<file path="config.mk">
export PLATFORM = sky130hd
export DESIGN_NAME = mult_partial_result_combiner
export DESIGN_NICKNAME = d
export VERILOG_FILES = /design/src/rtl/mult_partial_result_combiner.sv
export SDC_FILE = /design/constraint.sdc
export NUM_CORES = 1
export LEC_CHECK = 0
export CORE_MARGIN = 2
export CORE_UTILIZATION = 53
export CTS_CLUSTER_SIZE = 20
export DETAILED_ROUTE_END_ITERATION = 7
export GPL_TIMING_DRIVEN = 0
export PLACE_DENSITY = 0.78
export SYNTH_ARGS = -nofsm -noshare
export SYNTH_HDL_FRONTEND = slang
export SYNTH_SLANG_ARGS = --single-unit
</file>
<file path="constraint.sdc">
create_clock -name clk -period 3.7 [get_ports clk]
set_input_delay 0.74 -clock clk [delete_from_list [all_inputs] [get_ports clk]]
set_output_delay 0.74 -clock clk [all_outputs]
set_load 0.005 [all_outputs]
</file>
<file path="src/rtl/mult_partial_result_combiner.sv">
// Resolves the multiplier's partial-result words into lane results, then
// accumulates them over a frame and hands one packed total downstream.
// Stage 1 registers the resolved lanes of each beat; stage 2 holds the running
// frame accumulator and the output registers.
module mult_partial_result_combiner #(
    parameter int ACC_W = 48,
    parameter int CNT_W = 16
) (
    input  logic             clk,
    input  logic             reset_n,
    input  logic             in_valid,
    output logic             in_ready,
    input  logic [44:0]      result_0,
    input  logic [44:0]      result_1,
    input  logic [7:0]       result_SIDM_carry,
    input  logic [1:0]       mode,
    input  logic             in_first,
    input  logic             in_last,
    output logic             out_valid,
    input  logic             out_ready,
    output logic [ACC_W-1:0] acc_out,
    output logic [1:0]       out_mode,
    output logic [CNT_W-1:0] beat_count,
    output logic [3:0]       lane_ovf
);

    localparam logic [1:0] M_27X18 = 2'b00;
    localparam logic [1:0] M_SUM9  = 2'b01;
    localparam logic [1:0] M_SUM4  = 2'b10;

    // ---------------- stage 1: segmented combine ----------------
    logic [44:0] sum00;
    logic [28:0] s01_lo;
    logic [19:0] s01_hi;
    logic [18:0] s10_0;
    logic [11:0] s10_1;
    logic [9:0]  s10_2;
    logic [11:0] s10_3;
    logic [19:0] l01_0, l01_1;
    logic [9:0]  l10_0, l10_1, l10_2, l10_3;
    logic [ACC_W-1:0] lanes_d;

    // Each segment adds on its own; the SIDM carry pair rides on top of r0
    // so the two top bits of every segment sum become the lane's high bits.
    assign sum00  = result_0 + result_1;
    assign s01_lo = {result_SIDM_carry[3:2], result_0[26:0]}  + {2'b00, result_1[26:0]};
    assign s01_hi = {result_SIDM_carry[7:6], result_0[44:27]} + {2'b00, result_1[44:27]};
    assign s10_0  = {result_SIDM_carry[1:0], result_0[16:0]}  + {2'b00, result_1[16:0]};
    assign s10_1  = {result_SIDM_carry[3:2], result_0[26:17]} + {2'b00, result_1[26:17]};
    assign s10_2  = {result_SIDM_carry[5:4], result_0[34:27]} + {2'b00, result_1[34:27]};
    assign s10_3  = {result_SIDM_carry[7:6], result_0[44:35]} + {2'b00, result_1[44:35]};

    assign l01_0 = {s01_lo[28:27], s01_lo[26:9]};
    assign l01_1 = s01_hi;
    assign l10_0 = {s10_0[18:17], s10_0[16:9]};
    assign l10_1 = {s10_1[11:10], s10_1[9:2]};
    assign l10_2 = s10_2;
    assign l10_3 = {s10_3[11:10], s10_3[9:2]};

    // Pack the resolved lanes, sign-extended into their accumulator slots.
    always_comb begin
        lanes_d = '0;
        case (mode)
            M_27X18: lanes_d = {{3{sum00[44]}}, sum00};
            M_SUM9:  lanes_d = {{4{l01_1[19]}}, l01_1, {4{l01_0[19]}}, l01_0};
            M_SUM4:  lanes_d = {{2{l10_3[9]}}, l10_3, {2{l10_2[9]}}, l10_2,
                                {2{l10_1[9]}}, l10_1, {2{l10_0[9]}}, l10_0};
            default: lanes_d = '0;
        endcase
    end

    logic             s1_valid_q;
    logic [ACC_W-1:0] s1_lanes_q;
    logic [1:0]       s1_mode_q;
    logic             s1_first_q, s1_last_q;
    logic             out_valid_q;
    logic             s2_adv, s2_fire, accept;

    assign s2_adv   = !out_valid_q || out_ready;
    assign s2_fire  = s1_valid_q && s2_adv;
    assign in_ready = reset_n && (!s1_valid_q || s2_adv);
    assign accept   = in_valid && in_ready;

    // Stage-1 register: captures a beat on accept, empties when stage 2 takes it.
    always_ff @(posedge clk or negedge reset_n) begin
        if (!reset_n) begin
            s1_valid_q <= 1'b0;
            s1_lanes_q <= '0;
            s1_mode_q  <= '0;
            s1_first_q <= 1'b0;
            s1_last_q  <= 1'b0;
        end else if (accept) begin
            s1_valid_q <= 1'b1;
            s1_lanes_q <= lanes_d;
            s1_mode_q  <= mode;
            s1_first_q <= in_first;
            s1_last_q  <= in_last;
        end else if (s2_adv) begin
            s1_valid_q <= 1'b0;
        end
    end

    // ---------------- stage 2: frame accumulate ----------------
    logic [ACC_W-1:0] acc_q, acc_d, acc_sum;
    logic [CNT_W-1:0] cnt_q, cnt_d;
    logic [3:0]       ovf_q, ovf_d, ovf_beat;
    logic [1:0]       fmode_q, fmode_d, mode_eff;
    logic             open_q, start;

    logic [ACC_W-1:0] acc_out_q;
    logic [1:0]       out_mode_q;
    logic [CNT_W-1:0] beat_count_q;
    logic [3:0]       lane_ovf_q;

    // Exact (one bit wider) lane sums; the extra guard bits show whether the
    // running total has left the lane's native signed range.
    logic [48:0]      e00;
    logic [1:0][24:0] e01;
    logic [3:0][12:0] e10;

    assign e00 = {acc_q[47], acc_q} + {s1_lanes_q[47], s1_lanes_q};
    for (genvar i = 0; i < 2; i++) begin : g_l01
        assign e01[i] = {acc_q[i*24+23], acc_q[i*24 +: 24]}
                      + {s1_lanes_q[i*24+23], s1_lanes_q[i*24 +: 24]};
    end
    for (genvar i = 0; i < 4; i++) begin : g_l10
        assign e10[i] = {acc_q[i*12+11], acc_q[i*12 +: 12]}
                      + {s1_lanes_q[i*12+11], s1_lanes_q[i*12 +: 12]};
    end

    // A beat with no open frame starts one even without in_first.
    assign start    = s1_first_q || !open_q;
    assign mode_eff = start ? s1_mode_q : fmode_q;

    // Per-lane wrapping add in the frame's lane layout, plus headroom check
    // against the native lane width (45 / 20 / 10 bits).
    always_comb begin
        acc_sum  = '0;
        ovf_beat = '0;
        case (mode_eff)
            M_27X18: begin
                acc_sum     = e00[47:0];
                ovf_beat[0] = !((&e00[48:44]) || !(|e00[48:44]));
            end
            M_SUM9: begin
                acc_sum = {e01[1][23:0], e01[0][23:0]};
                for (int i = 0; i < 2; i++)
                    ovf_beat[i] = !((&e01[i][24:19]) || !(|e01[i][24:19]));
            end
            M_SUM4: begin
                acc_sum = {e10[3][11:0], e10[2][11:0], e10[1][11:0], e10[0][11:0]};
                for (int i = 0; i < 4; i++)
                    ovf_beat[i] = !((&e10[i][12:9]) || !(|e10[i][12:9]));
            end
            default: begin
                acc_sum  = '0;
                ovf_beat = '0;
            end
        endcase
    end

    // Frame state including the beat currently leaving stage 1.
    always_comb begin
        if (start) begin
            acc_d   = s1_lanes_q;
            cnt_d   = {{(CNT_W-1){1'b0}}, 1'b1};
            ovf_d   = '0;
            fmode_d = s1_mode_q;
        end else begin
            acc_d   = acc_sum;
            cnt_d   = (&cnt_q) ? cnt_q : cnt_q + 1'b1;
            ovf_d   = ovf_q | ovf_beat;
            fmode_d = fmode_q;
        end
    end

    // Accumulator and output registers; a last beat publishes the total and closes the frame.
    always_ff @(posedge clk or negedge reset_n) begin
        if (!reset_n) begin
            acc_q        <= '0;
            cnt_q        <= '0;
            ovf_q        <= '0;
            fmode_q      <= '0;
            open_q       <= 1'b0;
            out_valid_q  <= 1'b0;
            acc_out_q    <= '0;
            out_mode_q   <= '0;
            beat_count_q <= '0;
            lane_ovf_q   <= '0;
        end else begin
            if (s2_fire) begin
                if (s1_last_q) begin
                    out_valid_q  <= 1'b1;
                    acc_out_q    <= acc_d;
                    out_mode_q   <= fmode_d;
                    beat_count_q <= cnt_d;
                    lane_ovf_q   <= ovf_d;
                    open_q       <= 1'b0;
                    acc_q        <= '0;
                    cnt_q        <= '0;
                    ovf_q        <= '0;
                end else begin
                    open_q  <= 1'b1;
                    acc_q   <= acc_d;
                    cnt_q   <= cnt_d;
                    ovf_q   <= ovf_d;
                    fmode_q <= fmode_d;
                end
            end else if (out_ready) begin
                out_valid_q <= 1'b0;
            end
        end
    end

    assign out_valid  = out_valid_q;
    assign acc_out    = acc_out_q;
    assign out_mode   = out_mode_q;
    assign beat_count = beat_count_q;
    assign lane_ovf   = lane_ovf_q;

endmodule

</file>
* Word level (Yosys, flattened, before mapping) *
Cells that the tools add are included.

word-level totals
  register bits after elaboration = 195
  bits of input ports = 106
  output and inout port bits = 72

operators by class
  $add $sub $neg = 15
  eq/ne operators = 5
  mux-type cells = 19
  bitwise gates (word level) = 2
  reductions and logical operators = 52

operators by type and width
  cell                                                              count
  48-bit one-hot mux with 3 select lines                            2
  48-bit 2-to-1 mux                                                 2
  12-bit by 12-bit adder with 13-bit output                         4
  24-bit by 24-bit adder with 25-bit output                         2
  48-bit by 48-bit adder with 49-bit output                         1
  16-bit 2-to-1 mux                                                 3
  45-bit adder                                                      1
  29-bit by 27-bit adder with 29-bit output                         1
  12-bit by 10-bit adder with 12-bit output                         2
  20-bit by 18-bit adder with 20-bit output                         1
  19-bit by 17-bit adder with 19-bit output                         1
  1-bit zero test                                                   17
  16-bit by 1-bit adder with 16-bit output (second input constant)  1
  16-bit AND reduction                                              1
  4-bit AND reduction                                               4
  4-bit OR reduction                                                4
  6-bit AND reduction                                               2
  6-bit OR reduction                                                2
  10-bit by 8-bit adder with 10-bit output                          1
  1-bit logical OR                                                  10
  4-bit 2-to-1 mux                                                  2
  1-bit 2-to-1 mux                                                  6
  2-bit AND reduction                                               3
  5-bit AND reduction                                               1
  other kinds (12)                                                  19

* Logic depth before layout (Yosys ltp) *
  word-level depth = 9
  mapped depth = 14

* Worst setup path before layout *
No wires, ideal clock.

  kind = reg2reg
  start point = reg s1_lanes_q[0]
  end point = reg ovf_q[0]
  arrival = 3327 ps
  required time = 3579 ps
  slack = 252 ps
  stages on the path, launching flop included = 13
  buffers on the path = 0
  clock period less this slack = 3448 ps
  cell sequence = dfrtp_1 -> ha_1 -> fa_1 -> a211oi_1 -> o21ai_2 -> o21a_2 -> a41oi_2 -> and2_4 -> mux2_4 -> o41a_1 -> a221oi_2 -> o221ai_2 -> a22o_1

on the way
  cells in the longest elaborated chain, start to end = 9
  elaborated cells between the ends (all ways) = 22
  those cells by class = add/sub: 3; mux: 3; bitwise: 1; reduce/logical: 15

ends and longest elaborated chain
  item                                                                     line           text
  start: declaration                                                       73             logic [ACC_W-1:0] s1_lanes_q;
  start signal: assignment                                                 94             s1_lanes_q <= lanes_d;
  48-bit by 48-bit adder with 49-bit output, or another cell as far along  121            assign e00 = {acc_q[47], acc_q} + {s1_lanes_q[47], s1_lanes_q};
  5-bit OR reduction, or another cell as far along                         143            ovf_beat[0] = !((&e00[48:44]) || !(|e00[48:44]));
  1-bit zero test, on equally long branches                                143, 148, 153
  1-bit logical OR, on equally long branches                               143, 148, 153
  1-bit zero test, on equally long branches                                143, 148, 153
  1-bit one-hot mux with 3 select lines (*)                                140            case (mode_eff)
  4-bit bitwise OR (*)                                                     172            ovf_d = ovf_q | ovf_beat;
  4-bit 2-to-1 mux (*)                                                     164            if (start) begin
  4-bit 2-to-1 mux (*)                                                     192            if (s1_last_q) begin
  end signal: assignment                                                   206            ovf_q <= ovf_d;
  end: declaration                                                         106            logic [3:0] ovf_q, ovf_d, ovf_beat;

Every way passes the cells marked *; elsewhere a longest branch is shown, timed or not.
A chain may end at the register's enable or synchronous reset.

* Worst setup path in the final report *
  start point = reg s1_lanes_q[11]
  end point = reg ovf_q[0]

The elaborated chain is that of the path after synthesis.

==> metrics.md <==
| Metric | Value |
|---|---|
| Pwr/cell area | `734.2 nW/um^2` |
| Met3 wire length | `5931 um` |
| Crit-path slowest cell | `dfrtp_1` |
| Failing checks | `setup timing` |
| Switching share of power | `0.5002` |
| Synth cell types | `between 90 and 100` |
| Number of flops mapped to enable cells by yosys | `0` |
| CTS tree | `built` |
| # diodes | `0` |
| Worst Path Required | `4040 ps` |
| Clock network fraction of design power | `0.126` |
| Slew Limit Fails | `0` |
| Syn nets | `roughly 2300` |
| H-tree depth | `4` |
| Max Clock Freq | `around 270 MHz` |
| Placed Instances | `approximately 2700` |
| P&R area growth vs syn | `20.85%` |
| Worst setup EP type | `flop` |
| Slew @ Worst Pin | `roughly 960 ps` |
| Synth warn | `0` |
| FF-to-FF path depth | `12` |
| CP cell instances | `ha_1 -> buf_2 -> nand2_1 -> nor2_4 -> o2111ai_4 -> a21oi_2 -> mux2i_2 -> o21ai_1 -> o41a_1 -> a221oi_4 -> o221ai_4 -> a22o_1` |
| WL final | `around 64000 um` |
| Reg power frac | `0.228` |
| Post-route DRC | `0` |
| Worst path max stage delay | `~460 ps` |
| Root buf cell | `clkbuf_16` |
| Total Power | `14.81 mW` |
| DRT antenna net count | `0` |
| VDD IR max | `roughly 430 uV` |
| WL met2 | `27850 um` |
| Data arrival, critical path | `4040 ps` |
| WL/cell | `23.44 um` |
| Iteration-0 DRC count of the detailed router | `approximately 2000` |
| Post-place setup slack | `-715.8 ps` |
| Die area | `between 30000 and 40000 um^2` |
| Internal power | `about 7.4 mW` |
| M1 WL | `between 20000 and 30000 um` |
| First-pass GRT wire length | `roughly 97000 um` |
| Reg2reg start | `s1_lanes_q[11]$_DFFE_PN0P_` |
| Layout cells sized above 1 | `0.09271` |
| Async SR Flop Fraction | `1.000` |
| Total Routing Usage GR | `0.3757` |
| Top Family by Delay on Critical Path | `compound AO/OA/AOI/OAI gates` |
| Post-synthesis sequential area ratio | `0.2893` |
| Starting Density | `0.5415` |
| Critical path type | `flop to flop` |
| CP Launch Type | `flop` |
| Clk slew on worst S/H paths | `around 80 ps` |
| Final setup vio count | `1` |
| Core box area | `~31000 um^2` |
| Hold crit path type | `input pin to async pin` |
| Yosys reg bits | `between 150 and 200` |
| Synth Instances | `2097` |
| Cell Area, Synth | `~17000 um^2` |
| Outcome | `finished with violations` |
| TritonRoute pass-1 iters | `7` |
| Routed via count | `18060` |
| DP HPWL | `between 40000 and 50000 um` |
| Setup WS post-layout | `-4.411 ps` |
| Highest Signal Layer | `met4` |
| Num CTS Buffers | `17` |
| Tcrit/Tclk final | `1.001` |
| Max_cap viols | `0` |
| Clk_skew | `about 12 ps` |
| Buf+Inv Stages, Crit Path | `1` |
| Most used DFF post-synth | `dfrtp_1` |
| Chip Width | `roughly 180 um` |
| Number of global-route vias before repair | `16960` |
| P_sw | `7.410 mW` |
| Avg Inst Size Synth | `between 7 and 8 um^2` |
| CTS Sinks | `a little under 200` |
| Std cell rows | `between 60 and 70` |
| Die height | `approximately 180 um` |
| PortBufs | `about 180` |
| Nets | `~2500` |
| Ports | `178` |
| Max Fanout on Critical Path | `8` |
| Post-Layout Cell Count | `approximately 2700` |
| Leakage power | `~8.5 nW` |
| GRT overflow | `0` |
| Vias per inst | `~6.7` |
| Register-to-register path setup slack | `-4 ps` |
| Combinational share of power | `0.646` |
| Capture point of the worst reg-to-reg path | `ovf_q[0]$_DFFE_PN0P_` |
| Final hold violations | `0` |
| Initial antenna violation count | `0` |
| Largest net degree at the start of global routing | `between 100 and 150` |
| Max-slew headroom | `0.3558` |
| GPL Wtd Cong | `0.9824` |
| Clk Latency, worst-skew pair | `between 400 and 500 ps` |
| CTS Buffer Depth | `2` |
| Minimum clock period | `about 3700 ps` |
[routing by layer]
layer  vias to the layer above  track usage
met3                       177      0.07140
li1                       8167            -
met1                      8588       0.5152
met2                      1129       0.5792
met4                         0       0.1646
met5                         -            0
[kinds of logic (layout without fill, tap and decap cells)]
family | Yosys count | count (layout) | share of synthesized area
DFF | 193 | 193 | 0.2893
AOI/OAI and AO/OA | 811 | 811 | 0.3203
xor gates and xnor gates | 126 | 126 | 0.06610
muxes | 29 | 29 | 0.01859
adders and majority gates | 104 | 104 | 0.08064
and+or+nand+nor | 650 | 650 | 0.1805
buffers and inverters | 184 | 406 | 0.04459
[cells in the final DEF, fill, tap and decap left out, types with 35 or more instances in the layout]
master	instances
dfrtp_1	190
o21ai_0	196
clkdlybuf4s50_1	176
nand4_1	36
clkbuf_1	93
xor2_1	45
inv_1	50
nand3_1	54
xnor2_1	79
nor2_1	140
a22oi_1	35
ha_1	94
a21oi_1	168
nand2_1	262
a21o_1	63
[cell usage after synthesis, drive strengths merged, types with 8 or more instances]
| master | instances | area (um^2) |
|---|---|---|
| and2 | 17 | 108.9 |
| o21bai | 21 | 172.7 |
| o211ai | 23 | 177.7 |
| inv | 50 | 187.7 |
| a2bb2oi | 8 | 70.07 |
| nor2b | 10 | 62.56 |
| a21oi | 187 | 947.2 |
| ha | 98 | 1226 |
| or4 | 9 | 67.56 |
| o21a | 19 | 143.9 |
| a211oi | 27 | 227.7 |
| a22oi | 35 | 262.8 |
| a22o | 20 | 175.2 |
| o22ai | 19 | 118.9 |
| o22a | 10 | 87.58 |
| dfrtp | 193 | 4830 |
| buf | 30 | 166.4 |
| a211o | 8 | 70.07 |
| nor2 | 144 | 543.0 |
| xnor2 | 80 | 700.7 |
| a221oi | 9 | 91.34 |
| o221ai | 11 | 102.6 |
| a31oi | 37 | 237.7 |
| a31o | 9 | 78.83 |
| clkbuf | 103 | 386.6 |
| o31ai | 15 | 126.4 |
| nand2b | 20 | 125.1 |
| nor3 | 34 | 175.2 |
| nand2 | 265 | 994.7 |
| a21o | 63 | 473.0 |
| and3 | 22 | 137.6 |
| nand4 | 36 | 225.2 |
| mux2i | 16 | 160.2 |
| or3 | 12 | 75.07 |
| xor2 | 46 | 402.9 |
| o21ai | 228 | 1164 |
| mux2 | 13 | 150.1 |
| nand3 | 56 | 290.3 |
[worst reg2reg max path, stage by stage (launching register included)]
cell,delay [ps]
dfrtp_1,460
ha_1,310
buf_2,200
nand2_1,180
nor2_4,240
o2111ai_4,190
a21oi_2,250
mux2i_2,350
o21ai_1,130
o41a_1,440
a221oi_4,400
o221ai_4,220
a22o_1,250
[sequential cells by signal (all words and copies together), names as in the netlist, 2 cells and up]
register / cells
acc_out: 48
acc_q: 48
beat_count: 16
cnt_q: 16
fmode_q: 2
lane_ovf: 4
out_mode: 2
ovf_q: 4
s1_lanes_q: 46
s1_mode_q: 2
[worst max path at each step]
stage               slack (ps)  cells after the start                    endpoint                  startpoint
floorplan                  250                     12        ovf_q[0]$_DFFE_PN0P_   s1_lanes_q[0]$_DFFE_PN0P_
finish                      -4                     12        ovf_q[0]$_DFFE_PN0P_  s1_lanes_q[11]$_DFFE_PN0P_
global placement         -6520                      7   s1_lanes_q[7]$_DFFE_PN0P_                     reset_n
detailed placement        -720                     13  s1_lanes_q[28]$_DFFE_PN0P_                 result_0[0]
global route               -40                     12        ovf_q[0]$_DFFE_PN0P_  s1_lanes_q[20]$_DFFE_PN0P_
CTS                          3                     12        ovf_q[0]$_DFFE_PN0P_  s1_lanes_q[12]$_DFFE_PN0P_
[power by group through the flow]
stage / sequential [mW] / combinational (mW) / clock, mW
after floorplan: 3.17 / 5.91 / 0
after global placement: 3.35 / 8.57 / 0
after detailed placement: 3.37 / 8.68 / 0
after CTS: 3.34 / 8.92 / 1.86
after global routing: 3.44 / 10.3 / 1.94
final: 3.38 / 9.57 / 1.86
[timing repair]
action                     4_1_cts  5_1_grt
pin swaps                        8       22
hold endpoints to repair         0        0
hold buffers                     0        0
gates resized for setup         40       75
setup buffers                    3       12
setup endpoints to repair      102       96
cloned                           0        1
[per-stage QoR]
step                area [um^2]  TNS (ps)  hold slack, ps    util
floorplan                 16690         0           444.4       -
global placement          18960  -1507600           460.4  0.6151
detailed placement        18990    -36000           468.6  0.6161
CTS                       19790         0           262.6  0.6418
global route              20180    -95.94           297.1  0.6544
finish                    20180    -4.411           248.1  0.6544
[cell type report]
class	count	area, um^2
multi-input combinational	1720	11590
fill	2684	10650
sequential	193	4833
timing repair buffer	194	1942
buffer	129	551.8
tap	396	495.5
clock buffer	18	429.2
inverter	51	191.4
clock inverter	14	140.1
Note: power is estimated with default switching activity, not from simulation.
